**config.mk**
```make
export PLATFORM = sky130hd
export DESIGN_NAME = muldiv_iter
export DESIGN_NICKNAME = d
export VERILOG_FILES = /design/src/rtl/muldiv_iter.sv
export SDC_FILE = /design/constraint.sdc
export NUM_CORES = 1
export LEC_CHECK = 0
export BUFFER_PORTS_ARGS = -buffer_cell sky130_fd_sc_hd__buf_2
export CAP_MARGIN = 15
export CORE_MARGIN = 2
export CORE_UTILIZATION = 57
export CTS_CLUSTER_DIAMETER = 40
export DETAILED_ROUTE_END_ITERATION = 7
export PLACE_DENSITY = 0.75
export SLEW_MARGIN = 20
export SYNTH_ARGS = -nofsm -noshare
export SYNTH_HDL_FRONTEND = slang
export SYNTH_SLANG_ARGS = --single-unit
```
**constraint.sdc**
```tcl
create_clock -name clk -period 17.89 [get_ports clk]
set_input_delay 0 -clock clk [delete_from_list [all_inputs] [get_ports clk]]
set_output_delay 0 -clock clk [all_outputs]
set_load 0.005 [all_outputs]
```
**src/rtl/muldiv_iter.sv**
```systemverilog
// muldiv_iter: iterative RV M-extension multiply/divide unit with valid/ready handshakes on request and result.
// Latency: 1 cycle for divide-by-zero, signed overflow and cached REM; DATA_WIDTH/MUL_STEP+1 for multiply; DATA_WIDTH+1 for divide.
// Backpressure: the result is held in DONE until ready_i, and ready_o is high only in IDLE. Macro MULDIV_REMCACHE_EN enables the DIV->REM remainder cache.
module muldiv_iter #(
    parameter int DATA_WIDTH = 32,
    parameter int MUL_STEP   = 4
) (
    input  logic                  clk,
    input  logic                  rstLow,
    input  logic                  valid_i,
    output logic                  ready_o,
    input  logic [DATA_WIDTH-1:0] rs1_i,
    input  logic [DATA_WIDTH-1:0] rs2_i,
    input  logic [2:0]            funct3_i,
    input  logic                  flush_i,
    output logic                  valid_o,
    input  logic                  ready_i,
    output logic [DATA_WIDTH-1:0] c_o,
    output logic                  busy_o
);
    localparam int W  = DATA_WIDTH;
    localparam int CW = $clog2(DATA_WIDTH) + 1;
    localparam logic [CW-1:0] MUL_CYC = CW'(DATA_WIDTH / MUL_STEP - 1);
    localparam logic [CW-1:0] DIV_CYC = CW'(DATA_WIDTH - 1);
    localparam logic [W-1:0]  MIN_INT = {1'b1, {(W-1){1'b0}}};

    typedef enum logic [1:0] {IDLE, CALC, DONE} state_t;
    state_t state, state_nxt;

    // Latched operation: op code, sign fixups, the fixed operand and the shifting accumulator.
    logic [2:0]     op;
    logic           neg_q;      // quotient / product must be negated
    logic           neg_r;      // remainder takes the dividend sign
    logic [W-1:0]   opnd;       // multiplicand (mul) or divisor (div) magnitude
    logic [2*W-1:0] acc;        // {hi/rem, multiplier/quotient}
    logic [CW-1:0]  cnt;

    // Request decode, evaluated on the live inputs at accept time.
    logic           is_div, sgn1, sgn2, neg1, neg2;
    logic [W-1:0]   mag1, mag2;
    logic           div_zero, ovf, hit, fast, accept;
    logic [W-1:0]   fast_res;

    // Iteration datapath.
    logic [W+MUL_STEP-1:0]   pp, mul_sum;
    logic [2*W+MUL_STEP-1:0] mul_cat;
    logic [2*W-1:0]          mul_nxt, div_nxt, acc_nxt, prod;
    logic [W:0]              trial, diff;
    logic [W-1:0]            quo, rem, rem_fix, res_calc;

`ifdef MULDIV_REMCACHE_EN
    logic         cache_vld, cache_uns;
    logic [W-1:0] cache_rs1, cache_rs2, cache_rem, rs1_q, rs2_q;

    assign hit = cache_vld && (funct3_i[2:1] == 2'b11) && (funct3_i[0] == cache_uns)
              && (rs1_i == cache_rs1) && (rs2_i == cache_rs2);

    // Remainder cache: filled when a regular DIV/DIVU finishes, dropped on flush or any non-hitting accept.
    always_ff @(posedge clk or negedge rstLow) begin
        if (!rstLow) begin
            cache_vld <= 1'b0;
            cache_uns <= 1'b0;
            cache_rs1 <= '0;
            cache_rs2 <= '0;
            cache_rem <= '0;
            rs1_q     <= '0;
            rs2_q     <= '0;
        end else if (flush_i) begin
            cache_vld <= 1'b0;
        end else if (accept) begin
            rs1_q <= rs1_i;
            rs2_q <= rs2_i;
            if (!hit) cache_vld <= 1'b0;
        end else if (state == CALC && cnt == '0 && op[2:1] == 2'b10) begin
            cache_vld <= 1'b1;
            cache_uns <= op[0];
            cache_rs1 <= rs1_q;
            cache_rs2 <= rs2_q;
            cache_rem <= rem_fix;
        end
    end
`else
    assign hit = 1'b0;
`endif

    // Operand signedness, magnitudes and the results that bypass iteration.
    always_comb begin
        is_div   = funct3_i[2];
        sgn1     = (funct3_i != 3'b011) && (funct3_i != 3'b101) && (funct3_i != 3'b111);
        sgn2     = (funct3_i == 3'b000) || (funct3_i == 3'b001)
                || (funct3_i == 3'b100) || (funct3_i == 3'b110);
        neg1     = sgn1 && rs1_i[W-1];
        neg2     = sgn2 && rs2_i[W-1];
        mag1     = neg1 ? -rs1_i : rs1_i;
        mag2     = neg2 ? -rs2_i : rs2_i;
        div_zero = is_div && (rs2_i == '0);
        ovf      = is_div && sgn2 && (rs1_i == MIN_INT) && (rs2_i == '1);
        fast     = div_zero || ovf || hit;
        fast_res = '0;
`ifdef MULDIV_REMCACHE_EN
        if (hit)           fast_res = cache_rem;
        else
`endif
        if (div_zero)      fast_res = funct3_i[1] ? rs1_i : '1;
        else if (ovf)      fast_res = funct3_i[1] ? '0 : rs1_i;
    end

    // One iteration step: MUL_STEP shift-add bits or one restoring-division bit, plus final sign fixup.
    always_comb begin
        pp = '0;
        for (int j = 0; j < MUL_STEP; j++) begin
            if (acc[j]) pp = pp + ({{MUL_STEP{1'b0}}, opnd} << j);
        end
        mul_sum  = {{MUL_STEP{1'b0}}, acc[2*W-1:W]} + pp;
        mul_cat  = {mul_sum, acc[W-1:0]};
        mul_nxt  = mul_cat[2*W+MUL_STEP-1:MUL_STEP];
        trial    = {acc[2*W-1:W], acc[W-1]};
        diff     = trial - {1'b0, opnd};
        div_nxt  = diff[W] ? {trial[W-1:0], acc[W-2:0], 1'b0}
                           : {diff[W-1:0],  acc[W-2:0], 1'b1};
        acc_nxt  = op[2] ? div_nxt : mul_nxt;
        prod     = neg_q ? -acc_nxt : acc_nxt;
        quo      = acc_nxt[W-1:0];
        rem      = acc_nxt[2*W-1:W];
        rem_fix  = neg_r ? -rem : rem;
        case (op)
            3'b000:         res_calc = prod[W-1:0];
            3'b100, 3'b101: res_calc = neg_q ? -quo : quo;
            3'b110, 3'b111: res_calc = rem_fix;
            default:        res_calc = prod[2*W-1:W];
        endcase
    end

    assign accept = (state == IDLE) && valid_i && !flush_i;

    // State register.
    always_ff @(posedge clk or negedge rstLow) begin
        if (!rstLow) state <= IDLE;
        else         state <= state_nxt;
    end

    // Next state and handshake outputs; flush overrides accept and drain.
    always_comb begin
        state_nxt = state;
        ready_o   = 1'b0;
        valid_o   = 1'b0;
        busy_o    = 1'b0;
        case (state)
            IDLE: begin
                ready_o = 1'b1;
                if (valid_i) state_nxt = fast ? DONE : CALC;
            end
            CALC: begin
                busy_o = 1'b1;
                if (cnt == '0) state_nxt = DONE;
            end
            DONE: begin
                busy_o  = 1'b1;
                valid_o = 1'b1;
                if (ready_i) state_nxt = IDLE;
            end
            default: state_nxt = IDLE;
        endcase
        if (flush_i) state_nxt = IDLE;
    end

    // Datapath: load on accept, iterate in CALC, register the result when entering DONE.
    always_ff @(posedge clk or negedge rstLow) begin
        if (!rstLow) begin
            op    <= '0;
            neg_q <= 1'b0;
            neg_r <= 1'b0;
            opnd  <= '0;
            acc   <= '0;
            cnt   <= '0;
            c_o   <= '0;
        end else if (accept) begin
            op    <= funct3_i;
            neg_q <= neg1 ^ neg2;
            neg_r <= neg1;
            opnd  <= is_div ? mag2 : mag1;
            acc   <= {{W{1'b0}}, (is_div ? mag1 : mag2)};
            cnt   <= is_div ? DIV_CYC : MUL_CYC;
            if (fast) c_o <= fast_res;
        end else if (state == CALC && !flush_i) begin
            acc <= acc_nxt;
            cnt <= cnt - CW'(1);
            if (cnt == '0) c_o <= res_calc;
        end
    end
endmodule

```
Word level (Yosys, flattened, before mapping)

Cells that the tools add are included.

Output and inout bits: 35
Word-level logic and storage cells: 102
Register bits after elaboration: 141
Bits of input ports: 72

Bitwise logic cells: 1
$add $sub $neg: 11
Equal/unequal tests: 18
Reductions and logical operators: 28
Multiplexer cells: 36

Operator list:

| operator                                         | number |
|---|---|
| 2-to-1 mux 32 bit                                | 15 |
| 2-to-1 mux 64 bit                                | 5 |
| negator 32 bit                                   | 4 |
| 2-to-1 mux 36 bit                                | 3 |
| case mux 32 bit (3 select lines)                 | 1 |
| equality test 32 bit, second input constant      | 2 |
| negator 64 bit                                   | 1 |
| adder 32 x 36 -> 36 bit                          | 1 |
| adder 36 x 33 -> 36 bit                          | 1 |
| adder 36 x 34 -> 36 bit                          | 1 |
| adder 36 x 35 -> 36 bit                          | 1 |
| subtractor 33 x 32 -> 33 bit                     | 1 |
| logical NOT 32 bit                               | 1 |
| equality test 3 bit, second input constant       | 6 |
| != test 3 bit, second input constant             | 5 |
| 2-to-1 mux 6 bit                                 | 2 |
| logical AND 1 bit                                | 11 |
| 2-to-1 mux 2 bit                                 | 5 |
| logical NOT 3 bit                                | 2 |
| logical NOT 6 bit                                | 1 |
| case mux 2 bit (3 select lines)                  | 1 |
| AND reduction 3 bit                              | 2 |
| OR reduction 2 bit                               | 3 |
| subtractor 6 x 1 -> 6 bit, second input constant | 1 |
| 12 further kinds                                 | 18 |

Logic depth before layout (Yosys ltp)

Gate-level depths: netlist of the first run.

Word-level depth: 15
Depth in mapped cells: 57
Depth with buffers taken out: 50

Worst setup path after synthesis of the first run

No wires, ideal clock.

Path type: register to register
From: register acc[0]
To: register c_o[30]
Arrival: 11.016 ns
Path slack: 6.755 ns
Required time: 17.771 ns
Period minus slack after synthesis: 11.135 ns
Cell stages (with the launch flop): 55
Path through: dfrtp_1 -> buf_4 -> buf_4 -> clkbuf_1 -> clkbuf_1 -> buf_1 -> nand2_1 -> inv_1 -> ha_1 -> fa_1 -> maj3_1 -> a211o_1 -> a32o_1 -> nand2_1 -> nand2_1 -> nand2_1 -> nor3b_1 -> xnor2_1 -> [19 not listed] -> xnor2_1 -> mux2_2 -> ha_1 -> nand4_1 -> nor3_1 -> a211oi_1 -> a21oi_1 -> a41oi_1 -> o21ai_0 -> a31o_2 -> xnor2_1 -> mux2i_1 -> or4b_1 -> buf_2 -> o41ai_2 -> xnor2_1 -> a31oi_1 -> a21bo_1

Word-level cells in the longest chain between the ends: 15
Elaborated cells on any way between the ends: 20
Those cells by class: add/sub: 7; mux: 13

Ends and longest elaborated chain:

| element                                         | line | RTL |
|---|---|---|
| from (decl)                                     | 35   | `logic [2*W-1:0] acc;` |
| from (signal assigned)                          | 182  | `acc <= {{W{1'b0}}, (is_div ? mag1 : mag2)};` |
| from (signal assigned)                          | 186  | `acc <= acc_nxt;` |
| 2-to-1 mux 32 bit                               | 112  | `if (acc[j]) pp = pp + ({{MUL_STEP{1'b0}}, opnd} << j);` |
| adder 36 x 33 -> 36 bit                         | 112  |  |
| 2-to-1 mux 36 bit                               | 112  |  |
| adder 36 x 34 -> 36 bit                         | 112  |  |
| 2-to-1 mux 36 bit                               | 112  |  |
| adder 36 x 35 -> 36 bit                         | 112  |  |
| 2-to-1 mux 36 bit                               | 112  |  |
| adder 32 x 36 -> 36 bit                         | 114  | `mul_sum = {{MUL_STEP{1'b0}}, acc[2*W-1:W]} + pp;` |
| 2-to-1 mux 64 bit (*)                           | 121  | `acc_nxt = op[2] ? div_nxt : mul_nxt;` |
| negator 64 bit, or another cell as far along    | 122  | `prod = neg_q ? -acc_nxt : acc_nxt;` |
| 2-to-1 mux 64 bit, or another cell as far along | 122  |  |
| case mux 32 bit (3 select lines) (*)            | 126  | `case (op)` |
| 2-to-1 mux 32 bit (*)                           | 188  | `if (cnt == '0) c_o <= res_calc;` |
| 2-to-1 mux 32 bit (*)                           | 185  | `end else if (state == CALC && !flush_i) begin` |
| 2-to-1 mux 32 bit (*)                           | 177  | `end else if (accept) begin` |
| to (signal assigned)                            | 184  | `if (fast) c_o <= fast_res;` |
| to (signal assigned)                            | 188  |  |
| to (decl)                                       | 18   | `output logic [DATA_WIDTH-1:0] c_o,` |

Mark *: on every way between the ends. The rest lies on a longest branch, timed or not. The select of a mux whose other input is x is not followed.
A chain may end at the register's enable or synchronous reset.

Final worst setup path of the first run

Ends and elaborated chain as after synthesis.

==> results of run 1 <==
worst max-delay path, delay by kind of cell (launching register included):
kind            cells  cell delay, ns
compound gates     26            5.31
xor+xnor            5            0.55
fa+ha+maj           4            1.32
buf+inv             2            0.78
flops               1            0.32
mux                 3            0.76
simple gates        9            2.87
kinds of logic (layout without fill, tap and decap cells):
kind of cell,Yosys count,count (layout)
XOR/XNOR,287,287
AO/OA/AOI/OAI,1066,1066
multiplexers,99,99
AND/OR/NAND/NOR,973,973
flip-flops,141,141
other,0,1
buffers and inverters,296,319
adder cells (fa/ha/maj),175,175
metrics by stage:
stage                     instances  hold WS [ns]  utilization, %  worst slack (ns)  cell area, µm²
after CTS                      3578      0.003107           61.70             5.901           23680
after global routing           3579       0.03882           61.73             4.767           23690
after floorplan                3037       -0.2956               -             6.755           22020
after global placement         3517        0.1019           59.26             6.199           22740
after detailed placement       3517       0.09685           59.27             5.905           22750
final                          3579       0.01145           61.73             5.782           23690
final cells by class:
type                            count  area [µm²]
Clock inverter                     15       215.2
Antenna cell                        1       2.502
Fill cell                        3612       14690
Timing Repair Buffer              164        1045
Sequential cell                   141        3533
Tap cell                          518       648.1
Clock buffer                       17       425.4
Multi-Input combinational cell   2600       17360
Inverter                          123       461.7
path summary, 6_finish.rpt:
kind                                     from                   end  slack [ns]  cells past startpoint
max                        acc[0]$_DFFE_PN0P_   c_o[30]$_DFFE_PN0P_        5.78                     49
max reg2reg                acc[0]$_DFFE_PN0P_   c_o[30]$_DFFE_PN0P_        5.78                     49
max in group asynchronous              rstLow     op[2]$_DFFE_PN0P_       16.26                      3
min in group asynchronous              rstLow  opnd[30]$_DFFE_PN0P_        0.15                      2
min                                 rs1_i[25]   acc[25]$_DFFE_PN0P_        0.01                      5
min reg2reg                c_o[0]$_DFFE_PN0P_    c_o[0]$_DFFE_PN0P_        0.49                      1
cell usage in the layout (no fill, tap or decap), types with 35 or more instances in the layout:
cell	count
nand2_1	345
a21oi_1	285
o21ai_0	276
nor2_1	263
xnor2_1	193
ha_1	169
dfrtp_1	139
inv_1	121
buf_2	105
xor2_1	94
o211ai_1	85
nand3_1	61
a21o_1	59
nor3_1	57
mux2_2	49
mux2i_1	48
a211oi_1	39
a31oi_1	39
nand2b_1	38
o31ai_1	37
o21a_1	35
registers in the layout, indices dropped and copies added, names as in the netlist:
name / count
cnt: 6
opnd: 32
state: 2
acc: 64
neg_q: 1
op: 3
neg_r: 1
c_o: 32
per-layer routing:
metal | wire length [µm] | share of wire [%] | GRT usage (%) | vias up
met5 | 13 | 0.016 | 0 | -
met4 | 5052 | 6.1 | 21.35 | 2
met3 | 6695 | 8.1 | 6.266 | 264
met2 | 38220 | 46 | 67.22 | 1177
met1 | 32680 | 40 | 49.99 | 11309
li1 | - | - | - | 11095
timing repair:
item / 4_1_cts / 5_1_grt
endpoints found under the setup margin: 0 / 0
hold buffers: 29 / 0
hold endpoints to repair: 99 / 0
==> results.md, run 1 <==
- Post-route clock period utilization: 67.68%
- Area Overhead vs Synth: 7.567%
- Status: complete, no violations
- Main synth FF type: dfrtp_1
- DRC: 0
- CTS sink cnt: 141
- Fraction of synthesized area in multiplexers: 4.801%
- # nets final: 3293
- H-tree levels: 4
- Worst path max stage delay: 0.76 ns
- Root buf cell: clkbuf_16
- Wire length per cell: 23.10 µm
- Initial antenna violation count: 2
- Slowest library cell on the worst path: or4b_1
- Post-synth top area share: 16.02%
- Post-layout min period: 12.11 ns
- Post-synth cell types: 114
- Post-Syn Area: 22020 µm²
- Total Negative Setup Slacks: 0 ns
- Top-level I/O count: 107
- Number of synthesized flops with an enable pin: 0
- #FFs+latches synth: 141
- Final WL: 82660 µm
- Count leader, synth: nand2_1
- Synth Area in Adders: 10.10%
- Top cell by count, worst path: o21ai_0
- Initial Utilization: 57.39%
- Core area: 38380 µm²
- Ys async rst share: 100.0%
- Post_cts resized: 0
- Vias per cell: 6.663
- Yosys warns: 0
- Synth area leader: dfrtp_1
- Vias: 23847
- Synth top area cells: dfrtp_1 16%, ha_1 9.6%, xnor2_1 7.7%
- Clock-pin slew on the worst setup and hold paths: 0.08 ns
- Critical Path Start Type: flip-flop
- Post-CTS Repair Setup Buffers: 0
- Die Y: 200.6 µm
- DRT iter0 DRCs: 2051
- Number of routed nets with antenna violations: 0
- Mapped Cells: 3037
- Post-Synth XOR/XNOR Area: 11.41%
- Clock buffer depth: 2
- Worst skew pair latency: 0.47 ns
- Gpl congestion: 1.025
- Num CTS Buffers: 17
- Die footprint: 40230 µm²
- Endpoint type of the worst setup path: flip-flop
- Crit Path Category: flip-flop to flip-flop
- Final Hold Viols: 0
- CP Data Arrival Time: 12.47 ns
- Largest family of logic cells by synthesized area: compound AO/OA/AOI/OAI gates
- GRT Util Overall: 40.21%
- HP Class: input port to flip-flop
- RSZ-0062 raised after global routing: false
- Synth Area in Compound Gates: 31.45%
- Die W: 200.6 µm
- Crit Path Max Fanout: 51
- CTS tree: done
- # port buffers: 106
- Vias in the first global route: 22387
- Detailed Place HPWL: 65200 µm
- Total grt overflow: 0
- List of most frequent post-synthesis cells: 345 x nand2_1, 286 x a21oi_1, 276 x o21ai_0
- Post-Synth Simple-Gate Area: 20.92%
- Final Setup Violations: 0
- Slew @ Worst Pin: 1.071 ns
- Layout cells sized above 1: 9.641%
- Largest net degree at the start of global routing: 91
- Syn_area_per_cell: 7.252 µm²
- First-pass iteration count of the detailed router: 7
- Max cap viols: 0
- Wire length of the first global-routing pass: 128000 µm
- Sequential fraction of the synthesis area: 16.02%
- Row cnt: 72
- Max-Slew Margin vs Limit: 28.27%
- Final Max Tran Viols: 0
- CP required: 18.25 ns
- Syn nets: 3283
- Clock Skew: 0.01631 ns
- Fmax: 82.59 MHz
Power of run 1 is left out: the tool's default activity adds up to more than one toggle a clock period on the data nets, which glitch-free logic cannot reach.
==> run 2, diff against run 1 <==
- clock period: 17.89 -> 12.57 ns (I/O delays scaled with it)
==> results.md, run 2 (synthesis gave the netlist of run 1 again) <==
- Placed cell area: 22730 µm² (about the same)
- Placed Cells: 3516 (-0.028%)
- Post-Layout Cell Count: 3577 (-0.056%)
- Fmax: 85.66 MHz (+3.7%)
- Endpoint type of the worst setup path: flip-flop
- Top cell by count, worst path: xnor2_1
- HP Class: input port to flip-flop
- Status: complete, no violations
- Max cap viols: 0 (unchanged)
- Vias in the first global route: 22770 (+1.7%)
- Initial Utilization: 57.39% (unchanged)
- Commonest non-fill, non-tap cell in the layout: nand2_1
- Final hold slack: 0.01620 ns (+0.004746 ns)
- Gpl congestion: 1.026 (about the same)
- DRC: 0 (unchanged)
- Number of routed nets with antenna violations: 0 (unchanged)
- Largest net degree at the start of global routing: 91 (unchanged)
- Total grt overflow: 0 (unchanged)
- Final WL: 80880 µm (-2.1%)
- CTS sink cnt: 141 (unchanged)
- GRT Util Overall: 39.60% (-0.61 points)
- Row cnt: 72 (unchanged)
- Detailed Place HPWL: 63720 µm (-2.3%)
- Die W: 200.6 µm (unchanged)
- Post-layout min period: 11.67 ns (-0.4334 ns)
- Vias per cell: 6.625 (-0.57%)
- # port buffers: 106 (unchanged)
- Area Overhead vs Synth: 7.187%
- Slew @ Worst Pin: 1.258 ns (+0.1872 ns)
- Worst path max stage delay: 0.76 ns (about the same)
- # diodes: 0 (-1)
- Worst hold path cell count: 3 (-2)
- RSZ-0062 raised after global routing: false
- CP Data Arrival Time: 12.03 ns (-0.44 ns)
- Max-Slew Margin vs Limit: 14.97% (-13 points)
- CP required: 12.92 ns (-5.33 ns)
- Crit Path Category: flip-flop to flip-flop
- Top-level I/O count: 107 (unchanged)
- Number of cells on the worst reg-to-reg path: 46 (-6.1%)
- Total Negative Setup Slacks: 0 ns (unchanged)
- Top Registers: acc (64), c_o (32), opnd (32)
- Final Hold Viols: 0 (unchanged)
- Num CTS Buffers: 17 (unchanged)
- Die Y: 200.6 µm (unchanged)
- Leading cell types in the layout, fill and taps excluded: 345 x nand2_1, 286 x a21oi_1, 275 x o21ai_0, 263 x nor2_1, 193 x xnor2_1
- Post-route cell area: 23610 µm² (-0.35%)
- Most flop-heavy register: acc
- Clock buffer depth: 2 (unchanged)
- Critical Path Start Type: flip-flop
- DRT iter0 DRCs: 2315 (+13%)
- Final Setup Violations: 0 (unchanged)
- Flop2flop setup slack: 0.90 ns (-4.89 ns)
- Wire length of the first global-routing pass: 126800 µm (-0.95%)
- Post-route clock period utilization: 92.87% (+25 points)
- First-pass iteration count of the detailed router: 7 (unchanged)
- Clock-pin slew on the worst setup and hold paths: 0.07 ns (about the same)
- Worst skew pair latency: 0.46 ns (about the same)
- Root buf cell: clkbuf_16
- Layout cells sized above 1: 9.513% (-0.13 points)
- Crit Path Max Fanout: 19 (-63%)
- Clock Skew: 0.01042 ns (-0.005894 ns)
- Vias: 23697 (-0.63%)
- Die footprint: 40230 µm² (unchanged)
- Fillcell total: 3655 (+1.2%)
- Core area: 38380 µm² (unchanged)
- Post-CTS Repair Setup Buffers: 0 (unchanged)
- Max reg flops: 64 (unchanged)
- Final Max Tran Viols: 0 (unchanged)
- Slowest library cell on the worst path: or4b_1
- CTS tree: done
- Wire length per cell: 22.61 µm (-2.1%)
- Initial antenna violation count: 2 (unchanged)
- H-tree levels: 4 (unchanged)
- # nets final: 3292 (-0.030%)
## run 2: final cells by class
cell class / instances / area [µm²] / area share, %
repair buffers: 163 / 1041 / 4.410
multi-input cells: 2600 / 17340 / 73.47
clock buffers: 17 / 425.4 / 1.802
clock inverters: 15 / 151.4 / 0.6413
inverters: 123 / 464.2 / 1.966
well taps: 518 / 648.1 / 2.746
flip-flops and latches: 141 / 3533 / 14.97
## run 2: critical path: cells and delay by family (launching register included)
family                   cells  cell delay, ns
AO/OA/AOI/OAI               20            4.74
flip-flops                   1            0.50
multiplexers                 3            0.76
AND/OR/NAND/NOR             12            2.84
adder cells (fa/ha/maj)      5            1.91
XOR/XNOR                     5            0.56
buffers and inverters        1            0.24
## run 2: what timing repair did
action / 4_1_cts / 5_1_grt
hold endpoints to repair: 88 / 0
resized for setup: 0 / 3
hold buffers: 29 / 0
setup endpoints to repair: 0 / 3
## run 2: routing by layer
metal / GRT usage (%) / up-vias / wire (µm)
met2: 65.33 / 1157 / 36750
met1: 48.84 / 11150 / 32530
met3: 5.893 / 254 / 6019
met4: 24.34 / 4 / 5560
li1: - / 11132 / -
met5: 0 / - / 21
## run 2: through the flow
step	setup slack, ns	util, %
after CTS	0.9185	61.50
after global placement	1.217	59.24
after global routing	0.0001128	61.51
after floorplan	1.435	-
final	0.8957	61.51
after detailed placement	0.9664	59.24
## run 2: path summary, 6_finish.rpt
check	from	to
setup / recovery	acc[0]$_DFFE_PN0P_	c_o[30]$_DFFE_PN0P_
hold / removal	rs1_i[13]	c_o[13]$_DFFE_PN0P_
setup reg to reg	acc[0]$_DFFE_PN0P_	c_o[30]$_DFFE_PN0P_
hold reg to reg	c_o[0]$_DFFE_PN0P_	c_o[0]$_DFFE_PN0P_
max in group asynchronous	rstLow	acc[13]$_DFFE_PN0P_
min in group asynchronous	rstLow	opnd[27]$_DFFE_PN0P_
Power of run 2 is left out for the same reason.
